===== src/rtl/spi_slave_param.sv =====
`default_nettype none
// ============================================================================
//  Module   : spi_slave_param
//  Purpose  : Parametrised SPI slave front-end between the SPI pins and a
//             single-port RAM command port. Receives a 2-bit command plus
//             DATA_W-bit payload per frame and returns read data on MISO.
//             It also reports aborted frames and read-data timeouts.
//  Revision : 1.0 - initial release
// ============================================================================
module spi_slave_param #(
  parameter int DATA_W     = 8,
  parameter int MSB_FIRST  = 1,
  parameter int TX_TIMEOUT = 16
) (
  input  logic              clk,
  input  logic              rst_n,
  input  logic              SS_n,
  input  logic              MOSI,
  input  logic [DATA_W-1:0] tx_data,
  input  logic              tx_valid,
  output logic              MISO,
  output logic [DATA_W+1:0] rx_data,
  output logic              rx_valid,
  output logic [2:0]        cs,
  output logic              frame_err
);

  localparam int FRAME_W = DATA_W + 2;
  localparam int CW      = $clog2(FRAME_W + 1);
  localparam int TCW     = $clog2(DATA_W + 1);

  localparam logic [CW-1:0]  c_FRAME   = CW'(FRAME_W);
  localparam logic [CW-1:0]  c_LAST    = CW'(FRAME_W - 1);
  localparam logic [TCW-1:0] c_TX_LEN  = TCW'(DATA_W);
  localparam logic [7:0]     c_TO_LAST = 8'(TX_TIMEOUT - 1);

  typedef enum logic [2:0] {
    IDLE      = 3'd0,
    CHK_CMD   = 3'd1,
    WRITE     = 3'd2,
    READ_ADD  = 3'd3,
    READ_DATA = 3'd4
  } state_t;

  state_t               r_state;
  state_t               w_next;
  logic [CW-1:0]        r_bitcnt;
  logic [FRAME_W-1:0]   r_frame;
  logic [FRAME_W-1:0]   w_frame_next;
  logic [CW-1:0]        w_pos;
  logic [FRAME_W-1:0]   r_rx_data;
  logic                 r_rx_valid;
  logic                 r_frame_err;
  logic                 r_rd_seen;
  logic                 r_wait;
  logic [7:0]           r_to_cnt;
  logic [TCW-1:0]       r_tx_cnt;
  logic [DATA_W-1:0]    r_tx_sh;
  logic                 r_miso;

  logic                 w_rx_phase;
  logic                 w_last_bit;
  logic                 w_tx_out;
  logic                 w_abort;
  logic                 w_timeout;
  logic                 w_tx_first;
  logic [DATA_W-1:0]    w_tx_load;
  logic                 w_tx_bit;
  logic [DATA_W-1:0]    w_tx_shift;

  // Payload bit order only changes which end of the shift register feeds MISO.
  generate
    if (MSB_FIRST != 0) begin : g_msb
      assign w_tx_first = tx_data[DATA_W-1];
      assign w_tx_load  = tx_data << 1;
      assign w_tx_bit   = r_tx_sh[DATA_W-1];
      assign w_tx_shift = r_tx_sh << 1;
    end else begin : g_lsb
      assign w_tx_first = tx_data[0];
      assign w_tx_load  = tx_data >> 1;
      assign w_tx_bit   = r_tx_sh[0];
      assign w_tx_shift = r_tx_sh >> 1;
    end
  endgenerate

  // Frame bits still to come (CHK_CMD counts as the first receive bit).
  assign w_rx_phase = (r_state != IDLE) && (r_bitcnt < c_FRAME);
  assign w_last_bit = w_rx_phase && !SS_n && (r_bitcnt == c_LAST);
  // A response bit other than the one currently on MISO is still owed.
  assign w_tx_out   = r_tx_cnt > TCW'(1);
  // Losing SS_n while a reply is pending or bits remain is an aborted frame.
  assign w_abort    = SS_n && (w_rx_phase || r_wait || w_tx_out);
  assign w_timeout  = !SS_n && r_wait && !tx_valid && (r_to_cnt == c_TO_LAST);

  // Map the running bit index onto its rx_data position and merge in MOSI.
  always_comb begin
    w_pos        = '0;
    w_frame_next = r_frame;
    if ((MSB_FIRST != 0) || (r_bitcnt < CW'(2))) begin
      w_pos = c_LAST - r_bitcnt;
    end else begin
      w_pos = r_bitcnt - CW'(2);
    end
    for (int i = 0; i < FRAME_W; i++) begin
      if (w_pos == CW'(i)) begin
        w_frame_next[i] = MOSI;
      end
    end
  end

  // State register.
  always_ff @(posedge clk or negedge rst_n) begin
    if (!rst_n) begin
      r_state <= IDLE;
    end else begin
      r_state <= w_next;
    end
  end

  // Next-state decode: command bit chooses the branch, SS_n high ends the frame.
  always_comb begin
    w_next = r_state;
    case (r_state)
      IDLE: begin
        if (!SS_n) w_next = CHK_CMD;
      end
      CHK_CMD: begin
        if (SS_n)           w_next = IDLE;
        else if (!MOSI)     w_next = WRITE;
        else if (r_rd_seen) w_next = READ_DATA;
        else                w_next = READ_ADD;
      end
      WRITE, READ_ADD, READ_DATA: begin
        if (SS_n) w_next = IDLE;
      end
      default: w_next = IDLE;
    endcase
  end

  // Receive shifting, read-response transmit, timeout and error reporting.
  always_ff @(posedge clk or negedge rst_n) begin
    if (!rst_n) begin
      r_bitcnt    <= '0;
      r_frame     <= '0;
      r_rx_data   <= '0;
      r_rx_valid  <= 1'b0;
      r_frame_err <= 1'b0;
      r_rd_seen   <= 1'b0;
      r_wait      <= 1'b0;
      r_to_cnt    <= '0;
      r_tx_cnt    <= '0;
      r_tx_sh     <= '0;
      r_miso      <= 1'b0;
    end else begin
      r_rx_valid  <= 1'b0;
      r_frame_err <= w_abort || w_timeout;
      if (SS_n) begin
        // Deselect tears down any frame or response in progress.
        r_bitcnt <= '0;
        r_wait   <= 1'b0;
        r_to_cnt <= '0;
        r_tx_cnt <= '0;
        r_miso   <= 1'b0;
      end else begin
        if (w_rx_phase) begin
          r_frame  <= w_frame_next;
          r_bitcnt <= r_bitcnt + CW'(1);
          if (w_last_bit) begin
            r_rx_data  <= w_frame_next;
            r_rx_valid <= 1'b1;
            if (r_state == READ_ADD) begin
              r_rd_seen <= 1'b1;
            end
            if (r_state == READ_DATA) begin
              r_rd_seen <= 1'b0;
              r_wait    <= 1'b1;
              r_to_cnt  <= '0;
            end
          end
        end
        if (r_wait) begin
          if (tx_valid) begin
            // First payload bit goes out on the same edge tx_valid is seen.
            r_wait   <= 1'b0;
            r_miso   <= w_tx_first;
            r_tx_sh  <= w_tx_load;
            r_tx_cnt <= c_TX_LEN;
          end else if (r_to_cnt == c_TO_LAST) begin
            // Give up: no response for this frame, MISO stays low.
            r_wait <= 1'b0;
          end else begin
            r_to_cnt <= r_to_cnt + 8'd1;
          end
        end else if (r_tx_cnt != '0) begin
          r_miso   <= w_tx_out ? w_tx_bit : 1'b0;
          r_tx_sh  <= w_tx_shift;
          r_tx_cnt <= r_tx_cnt - TCW'(1);
        end
      end
    end
  end

  assign MISO      = r_miso;
  assign rx_data   = r_rx_data;
  assign rx_valid  = r_rx_valid;
  assign cs        = r_state;
  assign frame_err = r_frame_err;

endmodule
`default_nettype wire


===== config.mk =====
export PLATFORM = sky130hd
export DESIGN_NAME = spi_slave_param
export DESIGN_NICKNAME = d
export VERILOG_FILES = /design/src/rtl/spi_slave_param.sv
export SDC_FILE = /design/constraint.sdc
export NUM_CORES = 1
export LEC_CHECK = 0
export BUFFER_PORTS_ARGS = -buffer_cell sky130_fd_sc_hd__clkbuf_2
export CAP_MARGIN = 30
export CORE_MARGIN = 1.5
export CORE_UTILIZATION = 58
export CTS_BUF_LIST = sky130_fd_sc_hd__clkbuf_16
export DETAILED_ROUTE_END_ITERATION = 8
export PLACE_DENSITY_LB_ADDON = 0.15
export SYNTH_ARGS = -nofsm -noshare
export SYNTH_HDL_FRONTEND = slang
export SYNTH_SLANG_ARGS = --single-unit

===== constraint.sdc =====
create_clock -name clk -period 2 [get_ports clk]
set_input_delay 0.3 -clock clk [delete_from_list [all_inputs] [get_ports clk]]
set_output_delay 0.3 -clock clk [all_outputs]
set_load 0.1 [all_outputs]

## Word level (Yosys, flattened, before mapping)

Cells that the tools add are included.

| word-level totals | value |
|---|---|
| flip-flop bits (word level) | 52 |
| logic and storage cells | 114 |

| operators by class | value |
|---|---|
| $add $sub $neg | 4 |
| order comparisons | 2 |
| equal/unequal tests | 19 |
| multiplexer cells | 49 |
| bitwise operators | 1 |
| reductions and logical operators | 27 |

Operators by type and width:

| kind | count |
|---|---|
| 2-to-1 mux 8 bit | 10 |
| 2-to-1 mux 1 bit | 27 |
| 2-to-1 mux 4 bit | 6 |
| equality test 4 x 3 -> 1 bit (second input constant) | 4 |
| 2-to-1 mux 3 bit | 5 |
| equality test 4 bit (second input constant) | 3 |
| one-hot mux 3 bit (3 select lines) | 1 |
| adder 8 x 1 -> 8 bit (second input constant) | 1 |
| equality test 4 x 2 -> 1 bit (second input constant) | 2 |
| equality test 8 x 4 -> 1 bit (second input constant) | 1 |
| logical AND 1 bit | 7 |
| equality test 3 x 2 -> 1 bit (second input constant) | 2 |
| inequality test 2 bit (second input constant) | 3 |
| AND reduction 2 bit | 3 |
| AND reduction 3 bit | 2 |
| nonzero test 2 bit | 3 |
| nonzero test 3 bit | 2 |
| adder 4 x 1 -> 4 bit (second input constant) | 1 |
| equality test 4 x 1 -> 1 bit (second input constant) | 1 |
| > comparator 4 x 1 -> 1 bit (second input constant) | 1 |
| zero test 4 bit | 1 |
| < comparator 4 bit (second input constant) | 1 |
| AND reduction 4 bit | 1 |
| nonzero test 4 bit | 1 |
| other kinds (10) | 13 |

## Depth between registers and ports, before layout

Gate-level depths: netlist (run 1).

| logic depth | value |
|---|---|
| depth after elaboration | 10 |
| gate-level depth with buffers | 7 |

## Worst setup path before layout (run 1)

Ideal clock, no wire load.

| path | value |
|---|---|
| kind | register to register |
| start point | register r_state[2] (netlist: cs[2]) |
| end point | register r_to_cnt[4] |
| setup time | 0.136 ns |
| arrival time | 2.220 ns |
| path slack | -0.356 ns |
| cell stages (with the launch flop) | 6 |
| buffers on the path | 1 |
| period minus slack after synthesis | 2.356 ns |
| cell sequence | dfrtp_1 or4b_1 or4_1 buf_2 o211ai_1 a21oi_1 |

| between the ends | value |
|---|---|
| word-level cells in the longest chain between the ends | 10 |

RTL lines:

| what | RTL line | source |
|---|---|---|
| from (decl) | 45 | `state_t r_state;` |
| from (signal assigned) | 116 | `r_state <= w_next;` |
| nonzero test 3 bit | 87 | `assign w_rx_phase = (r_state != IDLE) && (r_bitcnt < c_FRAME);` |
| logical AND 1 bit | 87 |  |
| logical AND 1 bit (2 in series) | 88 | `assign w_last_bit = w_rx_phase && !SS_n && (r_bitcnt == c_LAST);` |
| 2-to-1 mux 8 bit | 168 | `if (w_last_bit) begin` |
| 2-to-1 mux 8 bit (*) | 165 | `if (w_rx_phase) begin` |
| 2-to-1 mux 8 bit | 188 | `end else if (r_to_cnt == c_TO_LAST) begin` |
| 2-to-1 mux 8 bit | 182 | `if (tx_valid) begin` |
| 2-to-1 mux 8 bit (*) | 181 | `if (r_wait) begin` |
| 2-to-1 mux 8 bit (*) | 157 | `if (SS_n) begin` |
| to (signal assigned) | 192 | `r_to_cnt <= r_to_cnt + 8'd1;` |
| to (decl) | 56 | `logic [7:0] r_to_cnt;` |

Every way passes the cells marked *; elsewhere a longest branch is shown, timed or not.
A chain may end at the register's enable or synchronous reset.

## Worst setup path in the final report (run 1)

| path | value |
|---|---|
| start point | register r_state[1] (netlist: cs[1]) |
| end point | register r_to_cnt[4] |

Same word-level chain as after synthesis.

==> impl_summary.txt, run 1 <==
----------------------------------------------------
[Synth]
  Adder and majority cell fraction of the synthesized area ... 4.29%
  Count of different cell masters after synthesis ... 41
  Synthesized area per cell ... ~9.7 um^2
  Dominant combinational cell family by area after synthesis ... simple AND/OR/NAND/NOR gates
  Synthesis warning total ... 0
  Post-Synthesis Cells ... between 200 and 300
  Share of the synthesized area in compound gates (AO/OA/AOI/OAI) ... 11.9%
  Sequential cell area fraction in the yosys report ... between 40 and 50%
  Count of state elements after synthesis ... 51
  Number of synthesized flops with an enable pin ... 0
  Simple-gate share of the synthesized area ... between 10% and 20%
  Largest cells by area after synthesis ... sky130_fd_sc_hd__dfrtp_1 49%, sky130_fd_sc_hd__mux2i_1 6.1%, sky130_fd_sc_hd__a21oi_1 5.7%
  Proportion of register bits with asynchronous set or reset after synthesis ... 100%
  Yosys top cell area share ... 48.7%
  Main synth FF type ... sky130_fd_sc_hd__dfrtp_1
  Cell taking the most area after synthesis ... sky130_fd_sc_hd__dfrtp_1
  Synthesized area ... ~2600 um^2
  Mux contribution to synthesized area ... 10.4%
  Xor and xnor area share after synthesis ... 2.67%
  Total nets after synthesis ... ~290

[Cells and area]
  Antenna diode count ... 0
  Post-route cell area ... ~3000 um^2
  Area growth from synthesis to layout ... 16.0%
  # nets final ... around 330
  Most common cell after layout, fill and taps aside ... sky130_fd_sc_hd__dfrtp_1
  Most frequent cells in the layout ... 48 x sky130_fd_sc_hd__dfrtp_1, 36 x sky130_fd_sc_hd__nor2_1, 30 x sky130_fd_sc_hd__a21oi_1
  Fill count ... 316
  Layout cell share with drive strength beyond 1 ... a little over a fifth

[Worst setup path]
  Crit. End Element ... flip-flop
  Critical Path Max Stage Delay ... between 0.5 and 0.6 ns
  Class of the most critical setup path ... reg2reg
  Cell with the biggest individual delay on the critical path ... sky130_fd_sc_hd__or4b_1
  Startpoint class of the critical path ... flip-flop
  Crit Path Max Fanout ... 9
  Signal arrival time at the worst endpoint ... 2.05 ns
  Setup slack on the worst flop-to-flop path ... 0.12 ns
  Data required, critical path ... roughly 2.2 ns
  Chain of cells forming the critical path ... or4b_1, or4_4, o211ai_1, a21oi_1

[Detailed routing]
  Routed wirelength normalized by instance count ... about 14 um
  Vias per Instance ... 5.65
  Total wire length ... 4920 um
  Vias post-DR ... 2016
  First-pass iteration count of the detailed router ... 4
  ANT nets after route ... 0
  DRC errors left ... 0
  1st-iter DRT viols ... ~120

[STA]
  RSZ-0062 raised after global routing ... false
  Hold Fails Final Rpt ... 0
  Setup TNS ... 0 ns
  Final Max Slew Viols ... 0
  Worst clock skew ... 0.00683 ns
  Min Tclk post-route ... 1.88 ns
  Timing-limited maximum frequency ... 531 MHz
  Tcrit/Tclk final ... 94.2%
  Headroom to the max-slew limit ... 64.2%
  Transition time of the tightest slew-check pin ... 0.535 ns
  Final setup vio count ... 0

[Die]
  Number of standard-cell rows in the floorplan ... 24
  Die outline area ... 4930 um^2
  Total I/O pin count ... 29
  Area of the core ... 4350 um^2
  Die width ... 70.2 um
  Height of the chip ... about 70 um
  Initial Utilization ... 60.2%

[GRT]
  Global-route wire length before repair ... 8610 um
  Antenna violations before repair ... 0
  Overall global routing resource usage ... between 20% and 30%
  Maximum number of pins on one net before global-route repair ... 30
  Remaining global-route overflow ... 0
  Via count of the first global-routing pass ... around 1900

[CTS]
  Number of buffers inserted during clock tree synthesis ... 5
  Clk_lat worst skew ... 0.29 ns
  Number of setup buffers added after CTS ... 0
  Maximum level of the CTS H-tree ... 2
  CTS Root Cell ... sky130_fd_sc_hd__clkbuf_16
  Clk slew on worst S/H paths ... 0.07 ns
  CTS Sinks ... 51
  CTS tree ... built
  Maximum root-to-sink buffer count ... 2

[Power and ir drop]
  Clock network fraction of design power ... 25.3%
  Power density relative to cell area ... 1080 nW/um^2
  Pint ... 0.00211 W
  Design Power ... 0.00330 W
  Switching fraction of total power ... 36.0%
  Relative contribution of sequential cells to total power ... 40.9%
  Combinational Power Share ... between 30% and 40%
  Switching power summed over all nets ... between 0.001 and 0.0015 W
  VDD IR max ... between 0.8 and 0.9 mV
  Cell leakage power ... 1.36 nW

[Placement]
  Area after DPL ... 2880 um^2
  Routability-driven placement congestion ratio ... around 0.83
  Number of I/O port buffers ... 28
  Detailed-placement wirelength estimate ... 3410 um

[Run]
  Max Cap Violations ... 0

[Min path]
  Worst min-delay path category ... in2reg

[Outcome]
  Outcome ... complete, no violations

----------------------------------------------------
sequential cells by signal (all words and copies together), names as in the netlist:
name	flops
r_frame	10
rx_data	10
r_to_cnt	8
r_tx_sh	7
r_bitcnt	4
r_tx_cnt	4
cs	3
MISO	1
frame_err	1
r_rd_seen	1
r_wait	1
rx_valid	1
cell usage after synthesis, types with 2 or more instances:
cell,count
sky130_fd_sc_hd__a211oi_1,2
sky130_fd_sc_hd__nor2_1,36
sky130_fd_sc_hd__nor3b_1,3
sky130_fd_sc_hd__buf_2,3
sky130_fd_sc_hd__or3_1,4
sky130_fd_sc_hd__ha_1,9
sky130_fd_sc_hd__mux2i_1,16
sky130_fd_sc_hd__o21a_1,3
sky130_fd_sc_hd__inv_1,9
sky130_fd_sc_hd__clkbuf_1,10
sky130_fd_sc_hd__a21oi_1,30
sky130_fd_sc_hd__nand2_1,16
sky130_fd_sc_hd__nor2b_1,4
sky130_fd_sc_hd__nand2b_1,2
sky130_fd_sc_hd__mux2_2,10
sky130_fd_sc_hd__nor3_1,9
sky130_fd_sc_hd__dfrtp_1,51
sky130_fd_sc_hd__nor4_1,3
sky130_fd_sc_hd__xor2_1,3
sky130_fd_sc_hd__xnor2_1,5
sky130_fd_sc_hd__nand3_1,16
sky130_fd_sc_hd__a31oi_1,4
sky130_fd_sc_hd__o21ai_0,5
power groups by stage:
stage	registers (W)	clock network, W	logic, W
3_5_place_dp	0.00136	0	0.00111
3_3_place_gp	0.00135	0	0.00109
4_1_cts	0.00135	0.000844	0.00112
6_report	0.00135	0.000834	0.00112
2_1_floorplan	0.00158	0	0.000633
5_1_grt	0.00137	0.000884	0.00124
cell families after synthesis:
group / Yosys count
multiplexers: 26
AND/OR/NAND/NOR: 100
buffers and inverters: 24
adder cells (fa/ha/maj): 9
flip-flops: 51
AO/OA/AOI/OAI: 53
XOR/XNOR: 8
worst paths after layout:
check / cells after the start / to / from
worst max-delay path: 4 / r_to_cnt[4] / cs[1]
worst min-delay path: 3 / r_tx_sh[1] / tx_data[0]
worst max register to register: 4 / r_to_cnt[4] / cs[1]
worst min register to register: 1 / r_frame[8] / r_frame[8]
max in group asynchronous: 3 / r_frame[0] / rst_n
min in group asynchronous: 3 / r_to_cnt[7] / rst_n
per-stage QoR:
stage / hold WS (ns) / utilization [%] / setup slack, ns / std cells
global route: 0.278 / 69.9 / 0.0200 / 357
global placement: 0.284 / 66.1 / 0.0659 / 348
finish: 0.251 / 69.9 / 0.117 / 357
detailed placement: 0.283 / 66.1 / 0.0289 / 348
CTS: 0.255 / 69.7 / 0.0234 / 357
floorplan: 0.00441 / - / -0.0434 / 271
final cells by class:
class	count	area (um^2)	share of cell area (%)
clock buffers	5	125	4.11
well taps	52	65.1	2.14
multi-input cells	196	1260	41.4
repair buffers	41	253	8.31
flip-flops and latches	51	1280	42.2
clock inverters	3	20.0	0.658
inverters	9	33.8	1.11
worst max-delay path: cells and delay by family, from the launching register on:
| kind | cells | cell delay, ns |
|---|---|---|
| AO/OA/AOI/OAI | 2 | 0.29 |
| flip-flops | 1 | 0.47 |
| AND/OR/NAND/NOR | 2 | 1.01 |
routing by layer:
layer | vias up | global-route usage [%] | share of wire [%]
met3 | 5 | 5.34 | 3.7
met5 | - | 0 | 0
met1 | 959 | 31.4 | 49
met2 | 38 | 33.2 | 46
li1 | 1014 | - | -
met4 | 0 | 6.62 | 1.3
timing repair:
item	4_1_cts	5_1_grt
setup endpoints to repair	0	9
hold endpoints to repair	29	0
resized for setup	0	2
hold buffers	1	0
(Power assumes the default switching activity.)
==> inputs of run 2 (changes only) <==
--- a/config.mk
+++ b/config.mk
@@ -8,9 +8,10 @@
 export BUFFER_PORTS_ARGS = -buffer_cell sky130_fd_sc_hd__clkbuf_2
 export CAP_MARGIN = 30
 export CORE_MARGIN = 1.5
-export CORE_UTILIZATION = 58
+export CORE_UTILIZATION = 62
 export CTS_BUF_LIST = sky130_fd_sc_hd__clkbuf_16
 export DETAILED_ROUTE_END_ITERATION = 8
+export GPL_TIMING_DRIVEN = 0
 export PLACE_DENSITY_LB_ADDON = 0.15
 export SYNTH_ARGS = -nofsm -noshare
 export SYNTH_HDL_FRONTEND = slang
==> constraint.sdc (replaced) <==
create_clock -name clk -period 2.3 [get_ports clk]
set_input_delay 0.46 -clock clk [delete_from_list [all_inputs] [get_ports clk]]
set_output_delay 0.46 -clock clk [all_outputs]
set_load 0.1 [all_outputs]
==> impl_summary.txt, run 2 (same netlist as run 1, synthesis figures left out) <==
----------------------------------------------------
[Outcome]
  Outcome ... complete, no violations

[Worst setup path]
  Chain of cells forming the critical path ... inv_1, ha_1, nand3_1, nor4_2, clkbuf_1, a21oi_1
  Data required, critical path ... 2.44 ns (+0.27 ns)
  Critical Path Max Stage Delay ... 0.46 ns (-0.05 ns)
  Bufs and invs on worst path ... 2 (+2)
  Startpoint class of the critical path ... flip-flop
  Signal arrival time at the worst endpoint ... 2.25 ns (+0.20 ns)
  Crit Path Max Fanout ... 10 (+1)
  Setup slack on the worst flop-to-flop path ... 0.19 ns (+0.08 ns)
  Crit. End Element ... flip-flop
  Cell type group with the largest total delay on the critical path ... buffers and inverters
  Class of the most critical setup path ... reg2reg
  Cell with the biggest individual delay on the critical path ... sky130_fd_sc_hd__dfrtp_1

[GRT]
  Overall global routing resource usage ... 24.7% (+2.8 points)
  Global-route wire length before repair ... 8430 um (-2.1%)
  M3 GR Usage ... 5.43% (+0.089 points)
  Met2 GRT Util ... 38.8% (+5.6 points)
  Most crowded layer after global routing ... met2
  Maximum number of pins on one net before global-route repair ... 31 (+3.3%)
  Antenna violations before repair ... 0 (unchanged)
  Via count of the first global-routing pass ... 1849 (-2.0%)
  Remaining global-route overflow ... 0 (unchanged)
  Routing usage on met1 ... 34.5% (+3.1 points)

[Cells and area]
  Most common cell after layout, fill and taps aside ... sky130_fd_sc_hd__dfrtp_1
  Fill count ... 308 (-2.5%)
  # nets final ... 328 (+0.61%)
  Layout cell share with drive strength beyond 1 ... 16.0% (-5.0 points)
  Most frequent cells in the layout ... 50 x sky130_fd_sc_hd__dfrtp_1, 36 x sky130_fd_sc_hd__nor2_1, 30 x sky130_fd_sc_hd__a21oi_1
  Post-route cell area ... 2980 um^2 (-1.9%)
  Multi-input gate area in the final layout ... 1250 um^2 (-0.70%)
  Combined flip-flop and latch cell area ... 1280 um^2 (-0.58%)
  Final std cells w/o fill ... 357 (unchanged)
  Area growth from synthesis to layout ... 13.8%
  Antenna diode count ... 0 (unchanged)

[STA]
  Worst clock skew ... 0.00601 ns (-0.000823 ns)
  Transition time of the tightest slew-check pin ... 0.566 ns (+0.0309 ns)
  Setup TNS ... 0 ns (unchanged)
  Min Tclk post-route ... 2.11 ns (+0.224 ns)
  Final setup vio count ... 0 (unchanged)
  RSZ-0062 raised after global routing ... false
  Timing-limited maximum frequency ... 475 MHz (-11%)
  Hold Fails Final Rpt ... 0 (unchanged)
  Final Max Slew Viols ... 0 (unchanged)
  Headroom to the max-slew limit ... 61.9% (-2.3 points)
  Final Hold Slack ... 0.154 ns (-0.0963 ns)
  Tcrit/Tclk final ... 91.6% (-2.6 points)

[Die]
  Number of standard-cell rows in the floorplan ... 23 (-4.2%)
  Total I/O pin count ... 29 (unchanged)
  Die width ... 68.0 um (-3.1%)
  Area of the core ... 4030 um^2 (-7.5%)
  Initial Utilization ... 65.1% (+4.9 points)
  Height of the chip ... 68.0 um (-3.1%)
  Die outline area ... 4630 um^2 (-6.2%)

[CTS]
  Maximum level of the CTS H-tree ... 2 (unchanged)
  Clk slew on worst S/H paths ... 0.06 ns (about the same)
  Number of buffers inserted during clock tree synthesis ... 5 (unchanged)
  CTS tree ... built
  Maximum root-to-sink buffer count ... 2 (unchanged)
  CTS Root Cell ... sky130_fd_sc_hd__clkbuf_16
  CTS Sinks ... 51 (unchanged)
  Number of buffers inserted by hold repair at cts ... 0 (-1)
  Clk_lat worst skew ... 0.29 ns (about the same)

[Detailed routing]
  1st-iter DRT viols ... 157 (+34%)
  First-pass iteration count of the detailed router ... 4 (unchanged)
  Vias post-DR ... 2062 (+2.3%)
  ANT nets after route ... 0 (unchanged)
  Vias per Instance ... 5.78 (+2.3%)
  Total wire length ... 5180 um (+5.2%)
  DRC errors left ... 0 (unchanged)
  Routed wirelength normalized by instance count ... 14.5 um (+5.2%)

[Power and ir drop]
  Power density relative to cell area ... 935 nW/um^2 (-14%)
  VDD IR max ... 0.716 mV (-17%)
  Design Power ... 0.00279 W (-15%)
  Cell leakage power ... 1.33 nW (-2.1%)

[Placement]
  Number of I/O port buffers ... 27 (-3.6%)
  # placed instances ... 349 (+0.29%)
  Area after DPL ... 2840 um^2 (-1.3%)
  Routability-driven placement congestion ratio ... 0.777 (-6.4%)
  Detailed-placement wirelength estimate ... 3530 um (+3.5%)

[Min path]
  Worst min-delay path category ... in2async

[Run]
  Max Cap Violations ... 0 (unchanged)

----------------------------------------------------
## run 2: changes by cell type in the layout (fill, tap and decap cells not counted), moves of 2 or more
cell and change:
sky130_fd_sc_hd__clkinvlp_4 -2, sky130_fd_sc_hd__clkbuf_1 +10, sky130_fd_sc_hd__dfrtp_4 -2, sky130_fd_sc_hd__clkinv_1 +2, sky130_fd_sc_hd__dfrtp_1 +2, sky130_fd_sc_hd__buf_2 +3
sky130_fd_sc_hd__buf_4 -11
## run 2: metal layers
layer	vias up	wire (um)	part of all wire, %
met3	6	196	3.8
li1	1021	-	-
met4	0	68	1.3
met1	983	2490	48
met2	52	2420	47
met5	-	0	0
## run 2: worst paths after layout
| check | from | end | cells after the start |
|---|---|---|---|
| worst max-delay path | r_bitcnt[1] | rx_data[0] | 6 |
| worst min-delay path | rst_n | rx_data[9] | 1 |
| worst max register to register | r_bitcnt[1] | rx_data[0] | 6 |
| worst min register to register | r_frame[8] | r_frame[8] | 1 |
| max in group asynchronous | rst_n | cs[2] | 2 |
| min in group clk | SS_n | cs[0] | 2 |
## run 2: layout make-up
type | count | share of cell area (%)
flip-flops and latches | 51 | 42.8
multi-input cells | 196 | 41.9
repair buffers | 28 | 5.20
clock buffers | 5 | 4.19
plain buffers | 15 | 2.26
well taps | 50 | 2.10
inverters | 9 | 1.13
clock inverters | 3 | 0.377
## run 2: repair_timing
action | CTS | global route
gates resized for setup | 1 | 0
setup buffers | 0 | 0
setup endpoints to repair | 9 | 0
## run 2: power breakdown
| part | leakage [nW] | switching, W | internal, W | total, W |
|---|---|---|---|---|
| logic | 0.608 | 0.000583 | 0.000335 | 0.000917 |
| clock network | 0.0701 | 0.000304 | 0.000392 | 0.000696 |
| registers | 0.654 | 0.000113 | 0.00106 | 0.00118 |
| total | 1.33 | 0.00100 | 0.00179 | 0.00279 |
## run 2: stage by stage
step,utilization (%),setup slack (ns)
2_1_floorplan,-,0.00324
3_3_place_gp,70.0,0.0641
3_5_place_dp,70.5,-0.0313
4_1_cts,74.1,0.201
5_1_grt,74.1,0.00719
6_report,74.1,0.193
==> inputs of run 3 (changes only) <==
--- a/config.mk
+++ b/config.mk
@@ -11,7 +11,6 @@
 export CORE_UTILIZATION = 62
 export CTS_BUF_LIST = sky130_fd_sc_hd__clkbuf_16
 export DETAILED_ROUTE_END_ITERATION = 8
-export GPL_TIMING_DRIVEN = 0
 export PLACE_DENSITY_LB_ADDON = 0.15
 export SYNTH_ARGS = -nofsm -noshare
 export SYNTH_HDL_FRONTEND = slang
==> impl_summary.txt, run 3 (same netlist as run 1, synthesis figures left out) <==
----------------------------------------------------
[Outcome]
  Outcome ... complete, no violations

[CTS]
  Clk slew on worst S/H paths ... 0.06 ns (about the same)
  Maximum level of the CTS H-tree ... 2 (unchanged)
  CTS Sinks ... 51 (unchanged)
  CTS Root Cell ... sky130_fd_sc_hd__clkbuf_16
  Number of buffers inserted by hold repair at cts ... 0 (unchanged)
  CTS tree ... built
  Count of instances resized after the clock tree is built ... 0 (-1)
  Maximum root-to-sink buffer count ... 2 (unchanged)
  Number of buffers inserted during clock tree synthesis ... 5 (unchanged)
  Clk_lat worst skew ... 0.28 ns (about the same)
  Number of setup buffers added after CTS ... 0 (unchanged)

[Die]
  Height of the chip ... 68.0 um (unchanged)
  Area of the core ... 4030 um^2 (unchanged)
  Die outline area ... 4630 um^2 (unchanged)
  Die width ... 68.0 um (unchanged)
  Number of standard-cell rows in the floorplan ... 23 (unchanged)
  Initial Utilization ... 65.1% (unchanged)
  Total I/O pin count ... 29 (unchanged)

[STA]
  Setup TNS ... 0 ns (unchanged)
  Headroom to the max-slew limit ... 61.1% (-0.79 points)
  Final Hold Slack ... 0.134 ns (-0.0206 ns)
  Min Tclk post-route ... 2.07 ns (-0.0346 ns)
  Timing-limited maximum frequency ... 483 MHz (+1.7%)
  Hold Fails Final Rpt ... 0 (unchanged)
  Transition time of the tightest slew-check pin ... 0.578 ns (+0.0118 ns)
  RSZ-0062 raised after global routing ... false
  Tcrit/Tclk final ... 90.1% (-1.5 points)
  Final Max Slew Viols ... 0 (unchanged)
  Final setup vio count ... 0 (unchanged)
  Worst clock skew ... 0.00232 ns (-0.00368 ns)

[Cells and area]
  Share of the core filled with cells in the final layout ... 74.5% (+0.43 points)
  Final std cells w/o fill ... 350 (-2.0%)
  # nets final ... 321 (-2.1%)
  Area growth from synthesis to layout ... 14.5%
  Layout cell share with drive strength beyond 1 ... 18.3% (+2.4 points)
  Fill count ... 292 (-5.2%)
  Antenna diode count ... 0 (unchanged)
  Post-route cell area ... 3000 um^2 (+0.59%)
  Most frequent cells in the layout ... 50 x sky130_fd_sc_hd__dfrtp_1, 36 x sky130_fd_sc_hd__nor2_1, 30 x sky130_fd_sc_hd__a21oi_1
  Most common cell after layout, fill and taps aside ... sky130_fd_sc_hd__dfrtp_1

[Placement]
  Number of I/O port buffers ... 28 (+3.7%)
  Area after DPL ... 2840 um^2 (-0.13%)
  # placed instances ... 342 (-2.0%)
  Routability-driven placement congestion ratio ... 0.790 (+1.7%)
  Detailed-placement wirelength estimate ... 3560 um (+0.92%)

[Power and ir drop]
  Switching power summed over all nets ... 0.00101 W (+1.0%)
  Switching fraction of total power ... 34.4% (-1.5 points)
  VDD IR max ... 0.760 mV (+6.2%)
  Cell leakage power ... 1.35 nW (+1.5%)
  Clock network fraction of design power ... 27.3% (+2.3 points)
  Power density relative to cell area ... 980 nW/um^2 (+4.8%)
  Pint ... 0.00193 W (+7.9%)
  Relative contribution of sequential cells to total power ... 40.2% (-2.0 points)
  Combinational Power Share ... 32.5% (-0.4 points)

[GRT]
  Overall global routing resource usage ... 25.7% (+0.98 points)
  M3 GR Usage ... 4.44% (-0.99 points)
  Via count of the first global-routing pass ... 1937 (+4.8%)
  Global-route wire length before repair ... 8760 um (+3.9%)
  Most crowded layer after global routing ... met2
  Antenna violations before repair ... 0 (unchanged)
  Routing usage on met1 ... 32.4% (-2.1 points)
  Met2 GRT Util ... 41.9% (+3.0 points)
  Remaining global-route overflow ... 0 (unchanged)
  Maximum number of pins on one net before global-route repair ... 33 (+6.5%)

[Worst setup path]
  Signal arrival time at the worst endpoint ... 2.23 ns (-0.02 ns)
  Setup slack on the worst flop-to-flop path ... 0.23 ns (+0.03 ns)
  Cell with the biggest individual delay on the critical path ... sky130_fd_sc_hd__or4_1
  Reg-to-reg startpoint ... cs[1]
  Critical Path Max Stage Delay ... 0.59 ns (+0.13 ns)
  Startpoint class of the critical path ... flip-flop
  Bufs and invs on worst path ... 0 (-2)
  Chain of cells forming the critical path ... or4b_1, or4_1, o211ai_1, a21oi_1
  Crit. End Element ... flip-flop
  Worst reg-to-reg path cell count ... 4 (-2)
  Data required, critical path ... 2.46 ns (+0.02 ns)
  Destination of the worst register-to-register timing path ... r_to_cnt[4]
  Class of the most critical setup path ... reg2reg
  Crit Path Max Fanout ... 9 (-1)
  Cell type group with the largest total delay on the critical path ... simple AND/OR/NAND/NOR gates

[Detailed routing]
  Vias per Instance ... 5.74 (-0.57%)
  ANT nets after route ... 0 (unchanged)
  Routed wirelength normalized by instance count ... 14.7 um (+1.7%)
  Total wire length ... 5160 um (-0.33%)
  1st-iter DRT viols ... 136 (-13%)
  First-pass iteration count of the detailed router ... 4 (unchanged)
  DRC errors left ... 0 (unchanged)
  Vias post-DR ... 2010 (-2.5%)

[Min path]
  Worst min-delay path category ... in2async

[Run]
  Max Cap Violations ... 0 (unchanged)

----------------------------------------------------
==> run 3: metal layers <==
metal / up-vias / share of wire (%) / wire length [um]
li1: 1005 / - / -
met1: 944 / 45 / 2340
met2: 48 / 48 / 2490
met3: 13 / 3.8 / 197
met4: 0 / 2.5 / 131
met5: - / 0 / 0
==> run 3: worst max-delay path by stage <==
stage | startpoint | end | slack, ns | cells past startpoint
2_1_floorplan | cs[1] | r_to_cnt[4] | 0.003 | 5
3_3_place_gp | SS_n | r_to_cnt[4] | 0.25 | 5
3_5_place_dp | SS_n | r_to_cnt[4] | 0.21 | 5
4_1_cts | r_bitcnt[1] | r_to_cnt[4] | 0.24 | 6
5_1_grt | r_bitcnt[1] | r_frame[5] | 0.11 | 6
6_report | cs[1] | r_to_cnt[4] | 0.23 | 4
==> run 3: final cells by class <==
cell class | count | area, um^2 | area share, %
well taps | 50 | 62.6 | 2.08
multi-input cells | 196 | 1250 | 41.7
inverters | 9 | 33.8 | 1.13
clock inverters | 3 | 38.8 | 1.29
repair buffers | 36 | 213 | 7.09
flip-flops and latches | 51 | 1280 | 42.6
clock buffers | 5 | 125 | 4.17
==> run 3: power by group through the flow <==
stage | registers [W] | clock network, W | logic (W)
2_1_floorplan | 0.00137 | 0 | 0.000550
6_report | 0.00118 | 0.000804 | 0.000955
5_1_grt | 0.00120 | 0.000864 | 0.00106
3_5_place_dp | 0.00119 | 0 | 0.000947
4_1_cts | 0.00118 | 0.000822 | 0.000958
3_3_place_gp | 0.00118 | 0 | 0.000920
==> run 3: through the flow <==
| step | worst slack [ns] | total power (W) |
|---|---|---|
| after global placement | 0.247 | 0.00210 |
| after global routing | 0.107 | 0.00313 |
| final | 0.228 | 0.00294 |
| after CTS | 0.241 | 0.00296 |
| after floorplan | 0.00324 | 0.00192 |
| after detailed placement | 0.214 | 0.00214 |
